[src/rtl/sym_word_packer.sv]
// sym_word_packer: packs 2-bit core symbols into bytes and queues them in a FIFO with overflow and symbol-11 counters
module sym_word_packer #(
  parameter int DEPTH = 4,
  parameter int CW = 8
) (
  input  logic                     clk,
  input  logic                     rst,
  input  logic [1:0]               sym_in,
  input  logic                     sym_vld,
  input  logic                     flush,
  output logic [7:0]               word_data,
  output logic                     word_vld,
  input  logic                     word_rdy,
  output logic [$clog2(DEPTH):0]   fill,
  output logic                     ovf,
  output logic [CW-1:0]            ovf_cnt,
  output logic [CW-1:0]            cnt11
);
  localparam int AW = $clog2(DEPTH);
  localparam logic [AW:0] FULL = (AW+1)'(DEPTH);
  localparam logic [AW:0] ONE = (AW+1)'(1);
  typedef enum logic [1:0] {IDLE, S1, S2, S3} state_t;
  state_t state, state_n;
  logic [1:0] slot;
  logic [7:0] pack, pack_n, word, head_n;
  logic push, pop, full, wr, drop, last;
  logic [7:0] mem [DEPTH];
  logic [AW-1:0] wp, rp;
  assign word_vld = fill != '0;
  always_comb begin
    slot = state;
    word = sym_vld ? pack | (8'(sym_in) << {slot, 1'b0}) : pack;
    push = (sym_vld && state == S3) || (flush && state != IDLE);
    state_n = push ? IDLE : sym_vld ? state_t'(slot + 2'd1) : state;
    pack_n = push ? 8'h00 : word;
    pop = word_vld && word_rdy;
    full = fill == FULL;
    wr = push && (!full || pop);
    drop = push && full && !pop;
    last = !word_vld || (pop && fill == ONE);
    head_n = last ? (wr ? word : word_data) : pop ? mem[rp + 1'b1] : mem[rp];
  end
  always_ff @(posedge clk) begin
    if (rst) begin
      state <= IDLE;
      pack <= '0;
      wp <= '0;
      rp <= '0;
      fill <= '0;
      ovf <= 1'b0;
      ovf_cnt <= '0;
      cnt11 <= '0;
      word_data <= '0;
    end else begin
      state <= state_n;
      pack <= pack_n;
      if (wr) mem[wp] <= word;
      wp <= wr ? wp + 1'b1 : wp;
      rp <= pop ? rp + 1'b1 : rp;
      fill <= (wr && !pop) ? fill + ONE : (pop && !wr) ? fill - ONE : fill;
      word_data <= head_n;
      ovf <= ovf | drop;
      ovf_cnt <= (drop && ovf_cnt != '1) ? ovf_cnt + 1'b1 : ovf_cnt;
      cnt11 <= (sym_vld && sym_in == 2'b11 && cnt11 != '1) ? cnt11 + 1'b1 : cnt11;
    end
  end
endmodule

[config.mk]
export PLATFORM = sky130hd
export DESIGN_NAME = sym_word_packer
export DESIGN_NICKNAME = d
export VERILOG_FILES = /design/src/rtl/sym_word_packer.sv
export SDC_FILE = /design/constraint.sdc
export NUM_CORES = 1
export LEC_CHECK = 0
export ABC_AREA = 1
export CAP_MARGIN = 20
export CORE_MARGIN = 2
export CORE_UTILIZATION = 62
export CTS_BUF_LIST = sky130_fd_sc_hd__clkbuf_16
export CTS_CLUSTER_DIAMETER = 50
export DETAILED_ROUTE_END_ITERATION = 8
export PLACE_DENSITY_LB_ADDON = 0.3
export SYNTH_ARGS = -nofsm -noshare
export SYNTH_HDL_FRONTEND = slang
export SYNTH_SLANG_ARGS = --single-unit
[constraint.sdc]
create_clock -name clk -period 2.9 [get_ports clk]
set_input_delay 0.58 -clock clk [delete_from_list [all_inputs] [get_ports clk]]
set_output_delay 0.58 -clock clk [all_outputs]
set_load 0.02 [all_outputs]
==> metrics, run 1 <==
count leader, synth=sky130_fd_sc_hd__nand2_1; detailed-route wire length=9787 um; core area=0.006277 mm2; total number of H-tree levels=3; share of the yosys chip area belonging to registers=0.4626; antenna cells=0; Peak supply drop=0.7436 mV; Vias/cell=5.601; final RePlAce weighted congestion=0.9112; net count after synthesis=542; Placed Instances=631; quantity of hold-fixing buffers added after cts=0; count of flip-flops with a built-in enable after synthesis=32; CTS-repair resized insts=0; count of pins over their slew limit=0; clk sink count=76; fin crit period=2.336 ns; buffer levels on the longest clock path=2; library cell with the largest summed area after synthesis=sky130_fd_sc_hd__edfxtp_1; pin count of the biggest net entering global routing=21; critical path data arrival time=1.76 ns; worst slew pin tran=0.5781 ns; Clk Latency, worst-skew pair=0.34 ns; GRT Overall Usage=0.2858; gr ovfl total=0; chip width=84.14 um; final setup violating endpoints=0; library cell used as clock root buffer=sky130_fd_sc_hd__clkbuf_16; PnR Total Power=0.003762 W; worst max-slew margin expressed relative to the limit=0.6138; Leakage Power=2.090 nW; top post-synthesis cells by area=sky130_fd_sc_hd__edfxtp_1 24%, sky130_fd_sc_hd__dfxtp_1 22%, sky130_fd_sc_hd__nand2_1 15%, sky130_fd_sc_hd__inv_1 7.7%, sky130_fd_sc_hd__nand3_1 6.3%; initial antenna violation count=0; detailed-route via count=3,624; ys flop type=sky130_fd_sc_hd__dfxtp_1; distinct cell type count after synthesis=30; number of hold-slack violations in the final timing report=0; number of buffers inserted to repair setup after CTS=0; Total Neg Setup Slack=0 ns; number of nets in the layout=585; number of top-level pins=36; post-route cell area=0.004698 mm2; Antenna Violating Nets Remaining=0; chip height=84.14 um; Final Cycle Share=0.8054; worst path required time=2.32 ns; max cap viols=0; clock tree from TritonCTS=done; area overhead of the layout relative to synthesis=18.01%; Critical Path Fanout Max=4; WL/cell=15.13 um; Post-route DRC=0; Final Core Density=0.7485; global-route wire length before repair=16,040 um; setup repair after global routing missed its margin=false; # rows=29; summed instance area of the synthesized netlist=0.003981 mm2; count of buffers inserted at the top-level ports=35; iteration-0 DRC count of the detailed router=392; fraction of layout instances using a drive strength above 1=0.08246; count of state elements after synthesis=76; die footprint=0.007079 mm2; fraction of registers with async set/reset=0; drt first pass iters=6; startpoint class of the critical path=flop; maximum operating frequency=0.4282 GHz; Synth Instances=522; Critical Path Sink Type=output pin; pwr/cell area=800.7 mW/mm2; skew final=0.009660 ns; top cell types by occurrence after synthesis=158 x sky130_fd_sc_hd__nand2_1, 82 x sky130_fd_sc_hd__inv_1, 50 x sky130_fd_sc_hd__nand3_1; Detail Placement HPWL=6653 um; Crit Path Category=flop to output pin; synth warn=0; number of buffers created by CTS=9; path category of the worst min-delay check=flop to flop; fraction of post-synthesis cell area in the top cell type by area=0.2414; effective utilization at floorplan=0.6342; CTS clk-pin slew, worst paths=0.06 ns; synthesized area per cell=7.627 um2; placed instance area=0.004422 mm2; outcome=completed; final instance count without filler cells=647; vias in the first global route=3,367
## layout make-up
cell class | instances | area (um2)
multi-input combinational | 348 | 1737
clock inverter | 7 | 51.30
sequential | 76 | 1842
fill | 460 | 1579
clock buffer | 9 | 225.2
inverter | 85 | 321.6
tap | 77 | 96.34
timing repair buffer | 45 | 425.4
## state kept, by name (all words and copies together) (netlist names), named ones only
signal	flops
ovf_cnt	8
mem	32
wp	2
cnt11	8
ovf	1
slot	2
rp	2
word_data	8
fill	3
pack	8
## worst paths after layout
path	from	end	slack, ns	cells past startpoint
worst min register to register	ovf	ovf	0.48	2
worst min-delay path	ovf	ovf	0.48	2
worst max-delay path	fill[0]	word_vld	0.56	4
worst max register to register	fill[1]	fill[2]	0.68	12
## per-stage QoR
stage,hold slack [ns],worst slack (ns)
after detailed placement,0.4792,0.3435
after global routing,0.5185,0.4456
after floorplan,0.4809,0.9008
final,0.4822,0.5644
after global placement,0.4566,0.4513
after CTS,0.4929,0.5456
## layout by cell type (no fill, tap or decap), drive strengths merged
master,synthesis,final
nand4,5,5
a21oi,31,31
inv,85,87
dfxtp,44,44
clkinv,0,3
nand2,169,169
clkbuf,4,9
buf,9,10
clkinvlp,0,2
o21ai,30,30
nor3,2,2
xor2,3,3
edfxtp,32,32
o21bai,8,8
clkdlybuf4s50,0,35
nand3,50,50
xnor2,3,3
nor2,34,34
ha,13,13
## critical path: stages (launching register included)
cell and delay [ns]:
sky130_fd_sc_hd__dfxtp_1 0.37, sky130_fd_sc_hd__inv_1 0.10, sky130_fd_sc_hd__ha_1 0.24, sky130_fd_sc_hd__nand2_4 0.11, sky130_fd_sc_hd__clkdlybuf4s50_1 0.60
## per-layer routing
layer | part of all wire | vias up | GRT usage
li1 | - | 1737 | -
met1 | 0.42 | 1666 | 0.3981
met3 | 0.084 | 22 | 0.05703
met4 | 0.018 | 0 | 0.09091
met2 | 0.48 | 199 | 0.4531
met5 | 0 | - | 0
## cells by family (layout without fill, tap and decap cells)
logic type / after synthesis / count (layout) / share of synthesized area
simple gates: 260 / 260 / 0.2838
buf+inv: 98 / 146 / 0.1012
flops: 76 / 76 / 0.4626
compound gates: 69 / 69 / 0.09837
fa+ha+maj: 13 / 13 / 0.04086
xor+xnor: 6 / 6 / 0.01320
## where the power goes
group	internal [W]	switching, W	leakage, nW
combinational	0.000487	0.000938	1.28
clock	0.000583	0.000458	0.132
sequential	0.00122	0.0000786	0.680
total	0.00229	0.00147	2.09
Power figures use the tool's default switching activity.
==> run 2: changes to the inputs <==
Settings changed: CORE_UTILIZATION 62 to 58.
Clock period 2.9 ns to 2.2 ns, I/O delays scaled along.
==> run 2 against run 1 <==
Setup slack lost 0.41 ns. Combinational power is 38% higher. Sequential power is 32% higher. Core utilization fell by 3.4 points. Die area is 6.6% higher. Global-route usage fell by 2.2 points. Non-clock buffer count up 9. Register-to-register slack worse by 0.53 ns. Sequential cell count stayed put. Clock power increased by 38%. First-iteration DRC count decreased by 37%. Critical endpoint is now fill[2].
==> metrics, run 2 (synthesized netlist as in run 1, its figures left out) <==
capture point of the critical path=fill[2]; Clk Latency, worst-skew pair=0.34 ns; Reg with most FFs=mem; worst path required time=2.41 ns; worst slew pin tran=0.5346 ns; iteration-0 DRC count of the detailed router=248; Critical Path Fanout Max=5; Total Neg Setup Slack=0 ns; detailed-route wire length=9322 um; number of top-level pins=36; outcome=completed; number of hold-slack violations in the final timing report=0; final setup violating endpoints=0; fraction of layout instances using a drive strength above 1=0.1036; startpoint class of the critical path=flop; Critical Path Sink Type=flop; area overhead of the layout relative to synthesis=20.52%; pin count of the biggest net entering global routing=21; # rows=30; chip height=86.85 um; setup repair after global routing missed its margin=false; Leakage Power=2.145 nW; total number of H-tree levels=3; highest cell delay on the worst timing path=0.34 ns; leading cell type in the layout, fill and taps excluded=sky130_fd_sc_hd__nand2_1; core area=0.006719 mm2; Detail Placement HPWL=6333 um; clk sink count=76; number of buffers created by CTS=9; clock tree from TritonCTS=done; global-route wire length before repair=15,230 um; vias in the first global route=3,316; drt first pass iters=5; flip-flop count of the largest register after layout=32; met3 Track Usage GR=0.06919; path category of the worst min-delay check=flop to flop; Antenna Violating Nets Remaining=0; worst max-slew margin expressed relative to the limit=0.6432; # fillers=530; buffer levels on the longest clock path=2; detailed-route via count=3,540; Final Cycle Share=0.9311; Final Core Density=0.7142; CTS clk-pin slew, worst paths=0.06 ns; antenna cells=0; WL/cell=14.15 um; met2 global-route usage=0.4275; first element of the critical path=fill[0]; max cap viols=0; number of nets in the layout=594; final RePlAce weighted congestion=0.8465; library cell used as clock root buffer=sky130_fd_sc_hd__clkbuf_16; launch instance of the worst min-delay path=ovf; Crit Path Category=flop to flop; Crit-path slowest cell=sky130_fd_sc_hd__dfxtp_1; R2R Path Start=fill[0]; Critical Path, Cell by Cell=inv_2 -> ha_2 -> nand2_1 -> nor2_4 -> inv_1 -> nand2_2 -> inv_1 -> ha_1 -> nor2_2 -> o21ai_0 -> o21ai_0 -> a21oi_1; pwr/cell area=1067 mW/mm2; die footprint=0.007543 mm2; skew final=0.006871 ns; Vias/cell=5.372; count of buffers inserted at the top-level ports=35; Post-route DRC=0; Peak supply drop=0.5403 mV; maximum operating frequency=0.4882 GHz; highest-count cells in the layout ignoring fill and taps=157 x sky130_fd_sc_hd__nand2_1, 81 x sky130_fd_sc_hd__inv_1, 50 x sky130_fd_sc_hd__nand3_1; gr ovfl total=0; fin crit period=2.048 ns; routing usage on met1=0.3301; GRT Overall Usage=0.2634; gr busiest metal=met2; count of pins over their slew limit=0; initial antenna violation count=0; flop-to-flop setup slack=0.15 ns; Crit Reg-Reg Endpoint=fill[2]; effective utilization at floorplan=0.5926; PnR Total Power=0.005120 W; critical path data arrival time=2.26 ns; chip width=86.85 um; worst r2r path cells=12; quantity of hold-fixing buffers added after cts=0
[run 2: stage by stage]
step	area [um2]	hold WS (ns)	instances	setup slack, ns
2_1_floorplan	3981	0.4809	522	0.2008
3_3_place_gp	4493	0.4523	643	0.1228
3_5_place_dp	4493	0.4622	643	0.08088
4_1_cts	4786	0.4736	659	0.08476
5_1_grt	4798	0.4951	659	0.008885
6_report	4798	0.4681	659	0.1517
[run 2: critical path, delay by kind of cell, from the launching register on]
family	cells	cell delay [ns]
simple gates	4	0.43
buf+inv	3	0.22
fa+ha+maj	2	0.55
compound gates	3	0.40
flops	1	0.34
[run 2: layout make-up]
| cell class | instances | area (um2) | share of cell area |
|---|---|---|---|
| multi-input combinational | 348 | 1749 | 0.3645 |
| clock buffer | 9 | 225.2 | 0.04694 |
| clock inverter | 7 | 68.82 | 0.01434 |
| sequential | 76 | 1842 | 0.3838 |
| tap | 80 | 100.1 | 0.02086 |
| timing repair buffer | 54 | 491.7 | 0.1025 |
| inverter | 85 | 321.6 | 0.06701 |
[run 2: timing repair]
| item | CTS | global route |
|---|---|---|
| gates resized for setup | 1 | 6 |
| setup endpoints to repair | 1 | 1 |
| gates cloned | 0 | 0 |
| pin swaps | 0 | 0 |
| setup buffers | 0 | 0 |
[run 2: report_power, final]
| part | switching (W) | internal (W) | total [W] |
|---|---|---|---|
| combinational | 0.00130 | 0.000680 | 0.00198 |
| sequential | 0.000105 | 0.00160 | 0.00171 |
| clock | 0.000563 | 0.000873 | 0.00144 |
[run 2: how the worst min path moves through the flow]
stage / end / slack [ns] / depth (start not counted)
finish: ovf / 0.47 / 2
global route: ovf / 0.50 / 2
CTS: ovf / 0.47 / 2
detailed placement: ovf / 0.46 / 2
global placement: ovf / 0.45 / 2
floorplan: slot[0] / 0.48 / 2
[run 2: metal layers]
metal / vias to the layer above / wire, um
met5: - / 0
met4: 0 / 268
met3: 31 / 703
met2: 155 / 4449
met1: 1601 / 3901
li1: 1753 / -
